$ cat src/rtl/morse_pkg.sv
// Shared types and thresholds for the Morse key classifier.
package morse_pkg;

  typedef enum logic [1:0] {
    SYM_DOT   = 2'd0,
    SYM_DASH  = 2'd1,
    SYM_ICHAR = 2'd2,
    SYM_IWORD = 2'd3
  } sym_t;

  typedef enum logic [1:0] {
    ST_IDLE,
    ST_MARK,
    ST_SPACE
  } state_t;

  localparam int DASH_UNITS  = 2;
  localparam int ICHAR_UNITS = 3;
  localparam int IWORD_UNITS = 7;

endpackage

$ cat src/rtl/morse_sym_fifo.sv
// Small circular FIFO of 2-bit Morse symbols with a sticky overflow flag.
module morse_sym_fifo
  import morse_pkg::*;
#(
  parameter int DEPTH = 8
) (
  input  logic clk,
  input  logic reset,
  input  logic push,
  input  sym_t push_sym,
  input  logic pop,
  output logic full,
  output logic empty,
  output sym_t head,
  output logic overflow
);

  localparam int PW = $clog2(DEPTH);
  localparam int CW = $clog2(DEPTH + 1);

  sym_t          mem [DEPTH];
  logic [PW-1:0] rd_ptr;
  logic [PW-1:0] wr_ptr;
  logic [CW-1:0] count;
  logic          do_push;
  logic          do_pop;

  // A pop frees the head slot in the same cycle, so a full FIFO can still accept.
  assign do_pop  = pop && !empty;
  assign do_push = push && (!full || do_pop);
  assign full    = (count == CW'(DEPTH));
  assign empty   = (count == '0);
  assign head    = mem[rd_ptr];

  always_ff @(posedge clk) begin
    if (do_push) mem[wr_ptr] <= push_sym;
  end

  always_ff @(posedge clk) begin
    if (reset) begin
      rd_ptr   <= '0;
      wr_ptr   <= '0;
      count    <= '0;
      overflow <= 1'b0;
    end else begin
      if (do_push) wr_ptr <= wr_ptr + 1'b1;
      if (do_pop)  rd_ptr <= rd_ptr + 1'b1;
      case ({do_push, do_pop})
        2'b10:   count <= count + 1'b1;
        2'b01:   count <= count - 1'b1;
        default: count <= count;
      endcase
      if (push && !do_push) overflow <= 1'b1;
    end
  end

endmodule

$ cat src/rtl/morse_key_classifier.sv
// Classifies key mark/space durations into Morse symbols and queues them for the decoder.
// Optional key debounce filter enabled by defining MORSE_DEBOUNCE_EN.
module morse_key_classifier
  import morse_pkg::*;
#(
  parameter int TICKS_PER_UNIT  = 50000,
  parameter int FIFO_DEPTH      = 8,
  parameter int DEBOUNCE_CYCLES = 1000
) (
  input  logic clk,
  input  logic reset,
  input  logic key,
  input  logic read_out,
  output logic writing,
  output logic dot,
  output logic dash,
  output logic interchar,
  output logic interword,
  output logic overflow
);

  localparam int CNT_W = $clog2(IWORD_UNITS * TICKS_PER_UNIT + 1);
  localparam logic [CNT_W-1:0] DASH_MAX = CNT_W'(DASH_UNITS * TICKS_PER_UNIT);
  localparam logic [CNT_W-1:0] ICHAR_AT = CNT_W'(ICHAR_UNITS * TICKS_PER_UNIT);
  localparam logic [CNT_W-1:0] IWORD_AT = CNT_W'(IWORD_UNITS * TICKS_PER_UNIT);

  logic             key_m;
  logic             key_s;
  logic             key_q;
  state_t           state, state_n;
  logic [CNT_W-1:0] press_cnt, press_n;
  logic [CNT_W-1:0] gap_cnt, gap_n;
  logic             push;
  sym_t             push_sym;
  logic             empty;
  logic             full;
  sym_t             head;

  always_ff @(posedge clk) begin
    if (reset) begin
      key_m <= 1'b0;
      key_s <= 1'b0;
    end else begin
      key_m <= key;
      key_s <= key_m;
    end
  end

`ifdef MORSE_DEBOUNCE_EN
  localparam int DB_W = $clog2(DEBOUNCE_CYCLES + 1);

  logic            key_f;
  logic [DB_W-1:0] db_cnt;

  // The filtered key follows key_s only after it has disagreed for DEBOUNCE_CYCLES cycles in a row.
  always_ff @(posedge clk) begin
    if (reset) begin
      key_f  <= 1'b0;
      db_cnt <= '0;
    end else if (key_s != key_f) begin
      if (db_cnt == DB_W'(DEBOUNCE_CYCLES - 1)) begin
        key_f  <= key_s;
        db_cnt <= '0;
      end else begin
        db_cnt <= db_cnt + 1'b1;
      end
    end else begin
      db_cnt <= '0;
    end
  end

  assign key_q = key_f;
`else
  assign key_q = key_s;
`endif

  always_ff @(posedge clk) begin
    if (reset) begin
      state     <= ST_IDLE;
      press_cnt <= '0;
      gap_cnt   <= '0;
    end else begin
      state     <= state_n;
      press_cnt <= press_n;
      gap_cnt   <= gap_n;
    end
  end

  // Gap thresholds fire on the edge the count reaches them, so each gap symbol is emitted once.
  always_comb begin
    state_n  = state;
    press_n  = press_cnt;
    gap_n    = gap_cnt;
    push     = 1'b0;
    push_sym = SYM_DOT;
    case (state)
      ST_IDLE: begin
        if (key_q) begin
          state_n = ST_MARK;
          press_n = CNT_W'(1);
        end
      end
      ST_MARK: begin
        if (key_q) begin
          if (press_cnt < DASH_MAX) press_n = press_cnt + 1'b1;
        end else begin
          push     = 1'b1;
          push_sym = (press_cnt < DASH_MAX) ? SYM_DOT : SYM_DASH;
          state_n  = ST_SPACE;
          gap_n    = CNT_W'(1);
        end
      end
      ST_SPACE: begin
        if (key_q) begin
          state_n = ST_MARK;
          press_n = CNT_W'(1);
        end else begin
          gap_n = gap_cnt + 1'b1;
          if (gap_n == ICHAR_AT) begin
            push     = 1'b1;
            push_sym = SYM_ICHAR;
          end else if (gap_n == IWORD_AT) begin
            push     = 1'b1;
            push_sym = SYM_IWORD;
            state_n  = ST_IDLE;
          end
        end
      end
      default: state_n = ST_IDLE;
    endcase
  end

  morse_sym_fifo #(
    .DEPTH(FIFO_DEPTH)
  ) u_fifo (
    .clk     (clk),
    .reset   (reset),
    .push    (push),
    .push_sym(push_sym),
    .pop     (read_out),
    .full    (full),
    .empty   (empty),
    .head    (head),
    .overflow(overflow)
  );

  // Hiding the head during the pop cycle keeps a registered acknowledge from consuming twice.
  assign writing   = !empty && !read_out;
  assign dot       = writing && (head == SYM_DOT);
  assign dash      = writing && (head == SYM_DASH);
  assign interchar = writing && (head == SYM_ICHAR);
  assign interword = writing && (head == SYM_IWORD);

endmodule
$ cat config.mk
export PLATFORM = sky130hd
export DESIGN_NAME = morse_key_classifier
export DESIGN_NICKNAME = d
export VERILOG_FILES = /design/src/rtl/morse_pkg.sv /design/src/rtl/morse_sym_fifo.sv /design/src/rtl/morse_key_classifier.sv
export SDC_FILE = /design/constraint.sdc
export NUM_CORES = 1
export LEC_CHECK = 0
export ABC_AREA = 0
export BUFFER_PORTS_ARGS = -buffer_cell sky130_fd_sc_hd__buf_2
export CORE_UTILIZATION = 35
export DETAILED_ROUTE_END_ITERATION = 16
export PLACE_DENSITY = 0.57
export SYNTH_ARGS = -nofsm -noshare
export SYNTH_HDL_FRONTEND = slang
export SYNTH_SLANG_ARGS = --single-unit
export TNS_END_PERCENT = 30
$ cat constraint.sdc
create_clock -name clk -period 4.1 [get_ports clk]
set_clock_uncertainty 0.05 [all_clocks]
set_input_delay 0.41 -clock clk [delete_from_list [all_inputs] [get_ports clk]]
set_output_delay 0.41 -clock clk [all_outputs]
set_load 0.05 [all_outputs]
Word level (Yosys, flattened, before mapping)
Memory sizes are Yosys's and may differ from the RTL's. A register that Yosys moved wholly into a read port is not among the register bits.
Index checks and enable logic that the tools add are counted.
{"block": "word_totals", "mem_bits_ro": 0, "memories": 1, "input_bits": 4, "ram_bits": 16, "wordCells": 87, "output_inout_bits": 6, "regBits": 53, "latchBits": 0}
{"memory": "u_fifo.mem", "depth": 8, "width": 2, "rd": 1, "rd_clocked_by_memory_dff": 1, "wr": 1, "line_no": "morse_sym_fifo.sv:21", "rtl": "sym_t mem [DEPTH];"}
{"block": "op_classes", "mux": 29, "n_mul": 0, "div": 0, "n_eq_ne": 18, "n_reduce_logical": 23, "order_cmp": 1, "addsub": 6, "bitwise_logic": 0, "shift": 0}
{"operator": "$mux 19", "n": 5}
{"operator": "$pmux 19 s2", "n": 2}
{"operator": "$add 19x1->19 const B", "n": 2}
{"operator": "$eq 19x18->1 const B", "n": 1}
{"operator": "$eq 19x19->1 const B", "n": 1}
{"operator": "$lt 19x17->1 const B", "n": 1}
{"operator": "$mux 2", "n": 8}
{"operator": "$ne 2x2->1 const B", "n": 5}
{"operator": "$eq 2x2->1 const B", "n": 4}
{"operator": "$logic_and 1x1->1", "n": 8}
{"operator": "$mux 1", "n": 8}
{"operator": "$pmux 4 s2", "n": 1}
{"operator": "$reduce_and 4->1", "n": 2}
{"operator": "$add 3x1->3 const B", "n": 2}
{"operator": "$eq 2x1->1 const B", "n": 3}
{"operator": "$mux 3", "n": 2}
{"operator": "$ne 3x3->1 const B", "n": 2}
{"operator": "$pmux 2 s3", "n": 1}
{"operator": "$reduce_bool 2->1", "n": 3}
{"operator": "$add 4x1->4 const B", "n": 1}
{"operator": "$eq 4x4->1 const B", "n": 1}
{"operator": "$logic_not 1->1", "n": 4}
{"operator": "$logic_not 2->1", "n": 2}
{"operator": "$logic_not 4->1", "n": 1}
{"operator": "other kinds (7)", "n": 7}

Logic depth before layout (Yosys ltp)
Gate-level depths: netlist of run 1.
{"block": "depth", "word_depth": 9, "depth_mapped": 17, "ltp_nobuf": 15}

Modules after synthesis
From an unflattened synthesis of run 1, not the netlist that was laid out.
{"block": "unflattened", "cells_unflattened": 469, "area_unflattened_um2": 4130.2}
{"mod": "morse_key_classifier", "area_each_um2": 2756.4, "seq_area_each_um2": 840.8, "n_inst": 1, "cells_per_inst": 361}
{"mod": "morse_sym_fifo", "area_each_um2": 1373.8, "seq_area_each_um2": 760.7, "n_inst": 1, "cells_per_inst": 108}

Least setup slack after synthesis of run 1
No wires, ideal clock.
{"block": "synth_path", "path_kind": "flip-flop to flip-flop", "start": "register gap_cnt[0]", "end": "register u_fifo.count[2]", "setup_ns": 0.071, "t_required_ns": 3.979, "synth_period_minus_slack_ns": 3.826, "path_slack_ns": 0.274, "arrival_time_ns": 3.706, "path_stages_with_launch": 17, "n_path_buf": 2, "cell_sequence": "dfxtp_1 > ha_1 > buf_2 > nand3_1 > or4_4 > xor2_1 > or4b_4 > a21oi_4 > o21ai_2 > buf_6 > ha_1 > xor2_1 > ha_1 > a21oi_1 > xor2_1 > or3_1 > a21oi_1"}
{"block": "synth_via", "elab_chain_len": 9, "elab_cells_between_ends": 12, "cone_classes": "1 x add/sub; 4 x eq/ne; 5 x mux; 2 x reduce/logical"}
{"element": "start: declaration", "line_no": "morse_key_classifier.sv:32", "rtl": "logic [CNT_W-1:0] gap_cnt, gap_n;"}
{"element": "start signal: assignment", "line_no": "morse_key_classifier.sv:85", "rtl": "gap_cnt <= gap_n;"}
{"element": "$add 19x1->19 *", "line_no": "morse_key_classifier.sv:118", "rtl": "gap_n = gap_cnt + 1'b1;"}
{"element": "$eq 19x19->1", "line_no": "morse_key_classifier.sv:122", "rtl": "end else if (gap_n == IWORD_AT) begin"}
{"element": "$mux 1", "line_no": "morse_key_classifier.sv:122"}
{"element": "$mux 1 *", "line_no": "morse_key_classifier.sv:119", "rtl": "if (gap_n == ICHAR_AT) begin"}
{"element": "$mux 1 *", "line_no": "morse_key_classifier.sv:114", "rtl": "if (key_q) begin"}
{"element": "$pmux 1 s2 *", "line_no": "morse_key_classifier.sv:96", "rtl": "case (state)"}
{"element": "$logic_and 1x1->1 *", "line_no": "morse_sym_fifo.sv:30", "rtl": "assign do_push = push && (!full || do_pop);"}
{"element": "$eq 2x1->1 or $eq 2x2->1 (tied branches)", "line_no": "morse_sym_fifo.sv:48", "rtl": "case ({do_push, do_pop})"}
{"element": "$pmux 4 s2 or $reduce_bool 2->1 (tied branches)"}
{"element": "end signal: assignment", "line_no": "morse_sym_fifo.sv:49", "rtl": "2'b10: count <= count + 1'b1;"}
{"element": "end signal: assignment", "line_no": "morse_sym_fifo.sv:50", "rtl": "2'b01: count <= count - 1'b1;"}
{"element": "end signal: assignment", "line_no": "morse_sym_fifo.sv:51", "rtl": "default: count <= count;"}
{"element": "end: declaration", "line_no": "morse_sym_fifo.sv:24", "rtl": "logic [CW-1:0] count;"}
Mark *: on every way between the ends. The rest lies on a longest branch, timed or not.
A chain may end at the register's enable or synchronous reset.

Worst setup path after layout of run 1
Same ends and word-level chain as after synthesis.

==> key figures, run 1 <==
Die
  – Die H: about 110 um
  – I/O Pins: 10
  – DIE AREA: around 0.011 mm2
  – Core Region: slightly above 0.01 mm2
  – Initial Util: 0.3635
  – Rows: 37
  – Die width: approximately 110 um

Synth
  – Ys flop type: dfxtp_1
  – Most common cell in the synthesized netlist: nor2_1
  – Post-synthesis sequential area ratio: 0.4248
  – Synth area leader: dfxtp_1
  – Mapped Nets: 432
  – Synth warnings: 0
  – Largest cells by area after synthesis: dfxtp_1, edfxtp_1, nor2_1, xor2_1, ha_1
  – Gate Count Post-Synth: about 420
  – Yosys cell types: 60
  – Syn Area/Cell: approximately 9.0 um2
  – EDFF count, synth: 16
  – Yosys reg bits: 72
  – Synth cell count leaders: nor2_1, dfxtp_1, nand2_1
  – Synth top area share: 0.2974
  – Mapped Area: 0.003770 mm2
  – Ys async rst share: 0

Finish
  – Sequential cell area: 0.001602 mm2
  – Fillers: ~1100
  – Ratio of cells with drive above 1 in the final layout: 0.1192
  – Antenna cells: 0
  – Nets: 438
  – Area delta synth->final: 9.592%
  – Multi-input gate area: between 0.002 and 0.0025 mm2

Timing
  – Fin Setup TNS: 0 ns
  – Final-report hold violation count: 0
  – FMAX: around 260 MHz
  – Slew @ Worst Pin: a little under 1 ns
  – Tcrit/Tclk final: 0.9391
  – RSZ-0062 raised after global routing: no
  – Slew HR: 0.3586
  – Final Max Tran Viols: 0
  – Final worst slack: 0.2496 ns
  – Final Setup Violations: 0
  – Hold Worst Slack: about 0.26 ns
  – Tmin final: 3.850 ns

Global route
  – First-pass GRT wire length: between 10000 and 15000 um
  – Gr usage total: 0.1426
  – Initial antenna violation count: 0
  – Pin count of the biggest net entering global routing: 43
  – Remaining Overflow, GRT: 0
  – Vias in the first global route: ~2700

Power and ir drop
  – Comb pwr share: 0.036
  – Maximum vdd drop: between 150 and 200 uV
  – Power density of the placed cells: about 320 mW/mm2
  – Sw Pwr: 308.3 uW
  – Sw frac: 0.2318
  – Tot Pwr: approximately 1300 uW
  – Internal: about 1000 uW
  – Clock power share: 0.414
  – Sequential Power Share: 0.549
  – LEAKAGE: approximately 0.0014 uW

Run
  – Number of max-cap violations: 0

Routing
  – DR pass1 iterations: 4
  – First DRT Iteration DRCs: around 180
  – # DRC: 0
  – WL per Instance: roughly 13 um
  – Vias: roughly 3000
  – Antenna viol nets, final: 0
  – Routed wire length: 7537 um
  – DR vias/cell: 5.270

Worst setup path
  – Crit Path Max Fanout: 8
  – Setup CP Type: reg -> reg
  – Worst Setup End Kind: flop
  – Startpoint Class: flop
  – Crit path DAT: roughly 4 ns
  – Critical Path RT: 4.32 ns

Worst hold path
  – Worst Hold Class: in -> reg

Clock tree
  – Skew-Pair Late Insertion Delay: between 0.3 and 0.4 ns
  – Root Driver: clkbuf_8
  – H-tree lvl count: 3
  – CTS Buf Count: 9
  – Clock-pin slew on the worst setup and hold paths: 0.08 ns
  – Clk buf depth: 2
  – Hold_buf cts: 0
  – TritonCTS clock tree: yes
  – CTS sink cnt: 72

Place
  – Final HPWL DP: just over 5000 um
  – I/O Buffers: 9
  – Pre-CTS WS: 0.2343 ns
  – Gpl congestion: ~0.79

Run status
  – Run status: complete, no violations
placed cells by master, fill, tap and decap left out, types with 8 or more instances in the layout:
master    Yosys  routed
a21oi_1      23      23
and3_1        8       8
buf_2         4       9
clkbuf_8      0       9
dfxtp_1      56      56
edfxtp_1     16      16
ha_1         11      10
inv_1         8       8
nand2_1      33      33
nand3_1      13      13
nand4_1       9       9
nor2_1       66      65
nor3_1       15      15
nor4_1        9       9
o21ai_0      18      18
xnor2_1      11      11
xor2_1       17      17
cell type report:
| type | instances | share of cell area |
|---|---|---|
| multi-input cells | 317 | 0.4949 |
| clock buffers | 9 | 0.02998 |
| inverters | 8 | 0.007268 |
| flip-flops and latches | 72 | 0.3876 |
| clock inverters | 7 | 0.01726 |
| repair buffers | 15 | 0.02180 |
| well taps | 136 | 0.04119 |
sequential cells by signal (all words and copies together), names as in the netlist, named ones only:
| register | flops |
|---|---|
| gap_cnt | 19 |
| press_cnt | 19 |
| u_fifo.mem | 16 |
| u_fifo.count | 4 |
| u_fifo.rd_ptr | 3 |
| u_fifo.wr_ptr | 3 |
| state | 2 |
| key_m | 1 |
| key_q | 1 |
| u_fifo.overflow | 1 |
stage by stage:
step                instance area (um2)    util  cells
finish                             4131  0.3984    564
global route                       4131  0.3984    564
CTS                                4126  0.3979    564
detailed placement                 3931  0.3791    548
global placement                   3931  0.3791    548
floorplan                          3770       -    417
worst paths after layout:
check                  start         endpoint  slack (ns)  depth (start not counted)
hold / removal           key            key_m        0.26                          2
setup reg to reg  gap_cnt[0]  u_fifo.count[2]        0.25                         14
hold reg to reg        key_m            key_q        0.40                          1
setup / recovery  gap_cnt[0]  u_fifo.count[2]        0.25                         14
per-layer routing:
layer | global-route usage | up-vias | routed length [um]
li1 | - | 1523 | -
met3 | 0.03154 | 10 | 300
met1 | 0.1920 | 1384 | 3794
met5 | 0 | - | 0
met2 | 0.2255 | 55 | 3338
met4 | 0.04762 | 0 | 103
cell families (layout without fill, tap and decap cells):
logic type / count (synthesis) / in the layout / synth area share
AO/OA/AOI/OAI: 73 / 73 / 0.1228
XOR/XNOR: 28 / 28 / 0.06505
AND/OR/NAND/NOR: 192 / 192 / 0.2675
buffers and inverters: 28 / 39 / 0.03418
adder cells (fa/ha/maj): 11 / 11 / 0.03651
multiplexers: 13 / 13 / 0.04912
flip-flops: 72 / 72 / 0.4248
worst max-delay path, cell delays in order, from the launching register on:
cell     delay, ns
dfxtp_1       0.45
ha_2          0.30
nand3_1       0.17
or4_4         0.54
xor2_1        0.18
or4b_4        0.55
a21oi_4       0.15
o21ai_2       0.09
ha_1          0.25
xor2_1        0.16
ha_1          0.18
a21oi_1       0.15
xor2_1        0.10
or3_1         0.31
a21oi_1       0.14
power by group through the flow:
stage | Sequential [uW] | Combinational (uW) | Clock, uW
after floorplan | 745 | 36.8 | 0
after global placement | 747 | 48.2 | 0
after detailed placement | 747 | 49.0 | 0
after CTS | 730 | 49.4 | 572
after global routing | 731 | 54.2 | 601
final | 730 | 48.5 | 551
repair_timing:
action	in CTS	in global routing
endpoints found under the hold margin	0	0
endpoints found under the setup margin	0	1
buffers inserted	0	0
resized for setup	0	2
Power figures use the tool's default switching activity.
==> run 2: changes to the inputs <==
--- a/config.mk
+++ b/config.mk
@@ -9,6 +9,7 @@
 export BUFFER_PORTS_ARGS = -buffer_cell sky130_fd_sc_hd__buf_2
 export CORE_UTILIZATION = 35
 export DETAILED_ROUTE_END_ITERATION = 16
+export GPL_TIMING_DRIVEN = 0
 export PLACE_DENSITY = 0.57
 export SYNTH_ARGS = -nofsm -noshare
 export SYNTH_HDL_FRONTEND = slang
==> constraint.sdc (replaced) <==
create_clock -name clk -period 4.1 [get_ports clk]
set_clock_uncertainty 0.05 [all_clocks]
set_input_delay 0.615 -clock clk [delete_from_list [all_inputs] [get_ports clk]]
set_output_delay 0.615 -clock clk [all_outputs]
set_load 0.05 [all_outputs]
==> run 2 against run 1 <==
Power grew 1.6%; combinational power grew 5.4%; register-to-register slack gained 0.03 ns; non-clock buffer count grew 16; worst hold slack gained 0.15 ns; global-route usage grew 1.0 points; wire length grew 6.5%; setup slack gained 0.034 ns; critical path depth grew 1; maximum frequency grew 0.88%; via count grew 4.2%; design area grew 2.2%.
==> key figures, run 2 (same netlist as run 1, synthesis figures left out) <==
Worst setup path
  – Cells on worst reg2reg path: 15
  – Crit path DAT: about 4.1 ns
  – RR Startpoint: gap_cnt[1]
  – Flop2flop setup slack: about 0.28 ns
  – Worst Setup End Kind: flop
  – Setup CP Type: reg -> reg
  – Critical Path RT: around 4.3 ns
  – Startpoint Class: flop
  – Worst r2r dst: u_fifo.count[2]
  – Worst setup path start: gap_cnt[1]
  – Crit Path Max Fanout: 11

Finish
  – Multi-input gate area: roughly 0.0021 mm2
  – Antenna cells: 0
  – Top Registers: gap_cnt x19, press_cnt x19, u_fifo.mem x16
  – Area delta synth->final: 12.05%
  – Sequential cell area: ~0.0016 mm2
  – Most common library cell in the layout ignoring fill and taps: nor2_1
  – Nets: 454
  – Ratio of cells with drive above 1 in the final layout: 0.1374
  – Cell Count, Final, Fillers Out: between 500 and 600
  – Fillers: approximately 1100
  – Cell area after layout: 0.004224 mm2
  – Most frequent cells in the layout: nor2_1, dfxtp_1, nand2_1

Clock tree
  – CTS sink cnt: 72
  – Clock-pin slew on the worst setup and hold paths: 0.08 ns
  – Skew-Pair Late Insertion Delay: ~0.35 ns
  – Root Driver: clkbuf_8
  – CTS Buf Count: 9
  – TritonCTS clock tree: yes
  – Clk buf depth: 2
  – H-tree lvl count: 3

Die
  – DIE AREA: approximately 0.011 mm2
  – Rows: 37
  – Die H: ~110 um
  – Initial Util: 0.3635
  – Core Region: 0.01037 mm2
  – Die width: approximately 110 um
  – I/O Pins: 10

Routing
  – Routed wire length: ~8000 um
  – # DRC: 0
  – Post-Route M1 WL: 3650 um
  – Vias: roughly 3100
  – Antenna viol nets, final: 0
  – Top sig layer: met4
  – WL per Instance: between 10 and 15 um
  – Routed met2 length: between 3000 and 4000 um
  – DR WL met3: approximately 320 um
  – DR pass1 iterations: 4
  – DR vias/cell: between 5 and 6
  – First DRT Iteration DRCs: around 180

Power and ir drop
  – Maximum vdd drop: approximately 120 uV
  – Sw Pwr: around 320 uW
  – Sequential Power Share: 0.540
  – LEAKAGE: between 0.001 and 0.0015 uW
  – Tot Pwr: roughly 1400 uW
  – Clock power share: 0.422
  – Comb pwr share: 0.038
  – Power density of the placed cells: between 300 and 400 mW/mm2
  – Internal: 1027 uW
  – Sw frac: 0.2400

Global route
  – Gr usage total: 0.1529
  – Vias in the first global route: approximately 2800
  – Initial antenna violation count: 0
  – Remaining Overflow, GRT: 0
  – First-pass GRT wire length: between 10000 and 15000 um
  – Pin count of the biggest net entering global routing: 15

Worst hold path
  – Hold path endpoint: key_q
  – Hold Path Origin: key_m
  – Worst Hold Class: reg -> reg
  – Hold Path Depth: 1

Place
  – Final HPWL DP: ~5700 um
  – Placed Area: 0.003985 mm2
  – Inst Count DP: 562
  – Gpl congestion: 0.7640
  – I/O Buffers: 9

Timing
  – Final-report hold violation count: 0
  – Final Setup Violations: 0
  – RSZ-0062 raised after global routing: no
  – Slew @ Worst Pin: ~0.94 ns
  – Tmin final: roughly 3.8 ns
  – Slew HR: 0.3678
  – Final Max Tran Viols: 0
  – Tcrit/Tclk final: 0.9310
  – FMAX: around 260 MHz

Run status
  – Run status: complete, no violations

Run
  – Number of max-cap violations: 0
==> run 2: changes by cell type in the layout (fill, tap and decap cells not counted), sizes merged <==
cell and delta:
clkbuf +11, buf +5, clkinv -2, inv +2
==> run 2: what timing repair did <==
item | in CTS | in global routing
buffers inserted | 1 | 2
setup endpoints to repair | 1 | 1
cloned | 0 | 0
hold buffers | 0 | 0
gates resized for setup | 1 | 7
pin swaps | 1 | 4
==> run 2: power groups by stage <==
stage	Combinational [uW]	Sequential [uW]	Clock, uW
2_1_floorplan	36.8	745	0
3_3_place_gp	51.2	746	0
3_5_place_dp	51.7	746	0
4_1_cts	51.9	729	593
5_1_grt	58.3	730	619
6_report	51.1	729	571
==> run 2: per-stage QoR <==
step	setup WS (ns)	TNS [ns]	hold slack (ns)	util
floorplan	0.2736	0	0.3638	-
global placement	-0.1005	-0.1005	0.3814	0.3843
detailed placement	-0.1331	-0.1331	0.3911	0.3843
CTS	0.001277	0	0.4029	0.4044
global route	0.01663	0	0.4128	0.4073
finish	0.2831	0	0.4023	0.4073
==> run 2: final cells by class <==
class | instances | area share
Timing Repair Buffer | 12 | 0.01600
Buffer | 19 | 0.02222
Multi-Input combinational cell | 317 | 0.4867
Inverter | 8 | 0.007109
Clock inverter | 7 | 0.01807
Sequential cell | 72 | 0.3803
Clock buffer | 9 | 0.02932
Tap cell | 136 | 0.04028
==> run 2: worst max-delay path by stage <==
stage                      end  slack (ns)
3_5_place_dp   u_fifo.count[2]       -0.13
4_1_cts        u_fifo.count[2]       0.001
6_report       u_fifo.count[2]        0.28
3_3_place_gp   u_fifo.count[2]       -0.10
2_1_floorplan  u_fifo.count[2]        0.27
5_1_grt        u_fifo.count[2]        0.02
==> run 2: critical path, cell delays in order (launching register included) <==
cell,delay (ns)
dfxtp_2,0.40
ha_2,0.30
nand3_2,0.15
or4_4,0.53
xor2_1,0.17
or4b_4,0.55
a21oi_4,0.16
o21ai_2,0.09
buf_6,0.16
ha_2,0.21
xor2_1,0.15
ha_1,0.20
a21oi_2,0.11
xor2_1,0.09
or3_1,0.30
a21oi_1,0.13
==> run 2: metal layers <==
layer / track usage / vias to the layer above
met3: 0.02845 / 13
met1: 0.1862 / 1478
li1: - / 1551
met4: 0.07738 / 0
met5: 0 / -
met2: 0.2572 / 56
==> run 3: changes to the inputs <==
--- a/config.mk
+++ b/config.mk
@@ -5,12 +5,12 @@
 export SDC_FILE = /design/constraint.sdc
 export NUM_CORES = 1
 export LEC_CHECK = 0
-export ABC_AREA = 0
+export ABC_AREA = 1
 export BUFFER_PORTS_ARGS = -buffer_cell sky130_fd_sc_hd__buf_2
 export CORE_UTILIZATION = 35
 export DETAILED_ROUTE_END_ITERATION = 16
 export GPL_TIMING_DRIVEN = 0
-export PLACE_DENSITY = 0.57
+export PLACE_DENSITY = 0.56
 export SYNTH_ARGS = -nofsm -noshare
 export SYNTH_HDL_FRONTEND = slang
 export SYNTH_SLANG_ARGS = --single-unit
==> run 3 against run 2 <==
First-iteration DRC count decreased by 0.54%; power up 69%; utilization fell by 0.24 points; setup slack improved by 0.55 ns; critical path depth is 8 higher; design area grew 9.4%; wire length grew 14%; maximum frequency rose by 17%; synthesized cell count up 44%; die area up 8.5%; critical path type unchanged; largest power group unchanged; highest routed layer unchanged.
==> key figures, run 3 <==
Run status
  – Run status: complete, no violations

Timing
  – Tmin final: approximately 3.3 ns
  – Final-report hold violation count: 0
  – Tcrit/Tclk final: 0.7965
  – Final Max Tran Viols: 0
  – Slew HR: 0.3887
  – RSZ-0062 raised after global routing: no
  – Fin Setup TNS: 0 ns
  – Final Setup Violations: 0
  – FMAX: 306.2 MHz
  – Slew @ Worst Pin: ~0.91 ns

Global route
  – Initial antenna violation count: 0
  – Gr usage total: 0.1638
  – Remaining Overflow, GRT: 0
  – Pin count of the biggest net entering global routing: 15
  – Vias in the first global route: 3357
  – First-pass GRT wire length: between 15000 and 20000 um

Routing
  – Routed wire length: a little over 9000 um
  – WL per Instance: 11.95 um
  – # DRC: 0
  – DR vias/cell: around 4.8
  – First DRT Iteration DRCs: between 150 and 200
  – DR pass1 iterations: 5
  – Vias: about 3700
  – Antenna viol nets, final: 0

Worst hold path
  – Worst Hold Class: reg -> reg
  – Hold Path Depth: 2

Die
  – Rows: 39
  – I/O Pins: 10
  – Die width: approximately 110 um
  – Die H: roughly 110 um
  – Initial Util: 0.3588
  – Core Region: ~0.011 mm2
  – DIE AREA: roughly 0.012 mm2

Worst setup path
  – Critical-path top delay cell: dfxtp_1
  – Startpoint Class: flop
  – Critical Path RT: about 4.3 ns
  – Crit path largest cell delay: roughly 0.44 ns
  – Crit Path Max Fanout: 6
  – Crit path DAT: about 3.5 ns
  – Most used cell, CP: nand2_2
  – Cell breakdown of the critical path: ha_1 > nand3_2 > inv_2 > nand2_2 > nor2_4 > nand3_1 > nand2_1 > nand2_1 > nor2_1 > nand2_2 > nand2_2 > nand2_2 > nand2_4 > nand2_2 > ha_1 > nand2_1 > inv_1 > nor2_1 > ha_1 > a21oi_1 > xor2_1 > o21ai_0 > inv_1
  – Cells on worst reg2reg path: 23
  – Flop2flop setup slack: between 0.8 and 0.9 ns
  – Worst Setup End Kind: flop
  – Setup CP Type: reg -> reg

Finish
  – Fillers: between 1000 and 1500
  – Area delta synth->final: 12.86%
  – Cell Count, Final, Fillers Out: ~770
  – Nets: about 630
  – Antenna cells: 0
  – Ratio of cells with drive above 1 in the final layout: 0.08333
  – Top Registers: gap_cnt x19, press_cnt x19, u_fifo.mem x16
  – Most common library cell in the layout ignoring fill and taps: nand2_1
  – Most frequent cells in the layout: nand2_1, nor2_1, inv_1

Clock tree
  – Clock-pin slew on the worst setup and hold paths: approximately 0.06 ns
  – TritonCTS clock tree: yes
  – Post-CTS setup buffers: 0
  – Skew-Pair Late Insertion Delay: approximately 0.34 ns
  – Hold_buf cts: 0
  – Post-CTS Resized: 0
  – Clk buf depth: 2
  – CTS Buf Count: 9
  – CTS sink cnt: 72
  – Root Driver: clkbuf_16
  – H-tree lvl count: 3

Synth
  – Synth top area share: 0.2737
  – Post-synthesis sequential area ratio: 0.3910
  – EDFF count, synth: 16
  – Most common cell in the synthesized netlist: nand2_1
  – Mapped Nets: around 610
  – Gate Count Post-Synth: between 500 and 600
  – Synth warnings: 0
  – Yosys reg bits: roughly 70
  – Ys async rst share: 0
  – Synth cell count leaders: nand2_1, nor2_1, inv_1
  – Ys flop type: dfxtp_1
  – Synth area leader: dfxtp_1
  – Largest cells by area after synthesis: dfxtp_1, nand2_1, edfxtp_1, nor2_1, inv_1
  – Syn Area/Cell: about 7 um2
  – Mapped Area: about 0.0041 mm2
  – Yosys cell types: 38

Power and ir drop
  – Power density of the placed cells: ~490 mW/mm2
  – LEAKAGE: about 0.0018 uW
  – Maximum vdd drop: roughly 250 uV

Place
  – Inst Count DP: 751
  – Final HPWL DP: ~6900 um
  – I/O Buffers: 9
  – Gpl congestion: 0.8687

Run
  – Number of max-cap violations: 0
==> run 3: final cells by class <==
class                      count  area [um2]  area share
clock buffer                   9       225.2     0.04871
sequential                    72        1602      0.3464
tap                          143       178.9     0.03870
multi-input combinational    445        2186      0.4728
timing repair buffer           9       45.04    0.009743
clock inverter                 7       77.57     0.01678
inverter                      72       270.3     0.05846
buffer                        10       38.79    0.008390
==> run 3: final timing paths <==
| path | startpoint | endpoint |
|---|---|---|
| worst min register to register | key_m | key_q |
| worst max register to register | gap_cnt[0] | u_fifo.count[2] |
| worst max-delay path | gap_cnt[0] | u_fifo.count[2] |
| worst min-delay path | key_m | key_q |
==> run 3: metal layers <==
layer | wire (um) | track usage
met3 | 327 | 0.03469
met4 | 184 | 0.07989
met1 | 4503 | 0.2088
met2 | 4150 | 0.2625
met5 | 0 | 0
==> run 3: cell families after synthesis <==
group / Yosys count / share of synthesized area
DFF: 72 / 0.3910
AOI/OAI and AO/OA: 90 / 0.1188
buffers and inverters: 82 / 0.07544
xor gates and xnor gates: 12 / 0.02566
adders and majority gates: 11 / 0.03360
and+or+nand+nor: 332 / 0.3555
==> run 3: where the power goes <==
part	leakage [uW]	internal [uW]	switching, uW
sequential	0.000630	782	60.7
clock	0.000146	476	322
combinational	0.000999	183	453
total	0.00178	1440	836
==> run 3: worst max-delay path, delay by kind of cell, from the launching register on <==
| family | cells | cell delay, ns |
|---|---|---|
| AOI/OAI and AO/OA | 2 | 0.21 |
| xor gates and xnor gates | 1 | 0.17 |
| adders and majority gates | 3 | 0.65 |
| buffers and inverters | 3 | 0.24 |
| DFF | 1 | 0.44 |
| and+or+nand+nor | 14 | 1.41 |
==> run 3: metrics by stage <==
| stage | area (um2) | hold WS (ns) | util | total power (uW) | worst slack (ns) |
|---|---|---|---|---|---|
| 2_1_floorplan | 4096 | 0.3383 | - | 1335 | 1.029 |
| 3_3_place_gp | 4320 | 0.3558 | 0.3784 | 1485 | 0.8923 |
| 3_5_place_dp | 4320 | 0.3568 | 0.3784 | 1498 | 0.8265 |
| 4_1_cts | 4623 | 0.3648 | 0.4049 | 2299 | 0.8061 |
| 5_1_grt | 4623 | 0.3871 | 0.4049 | 2424 | 0.4854 |
| 6_report | 4623 | 0.3656 | 0.4049 | 2278 | 0.8345 |
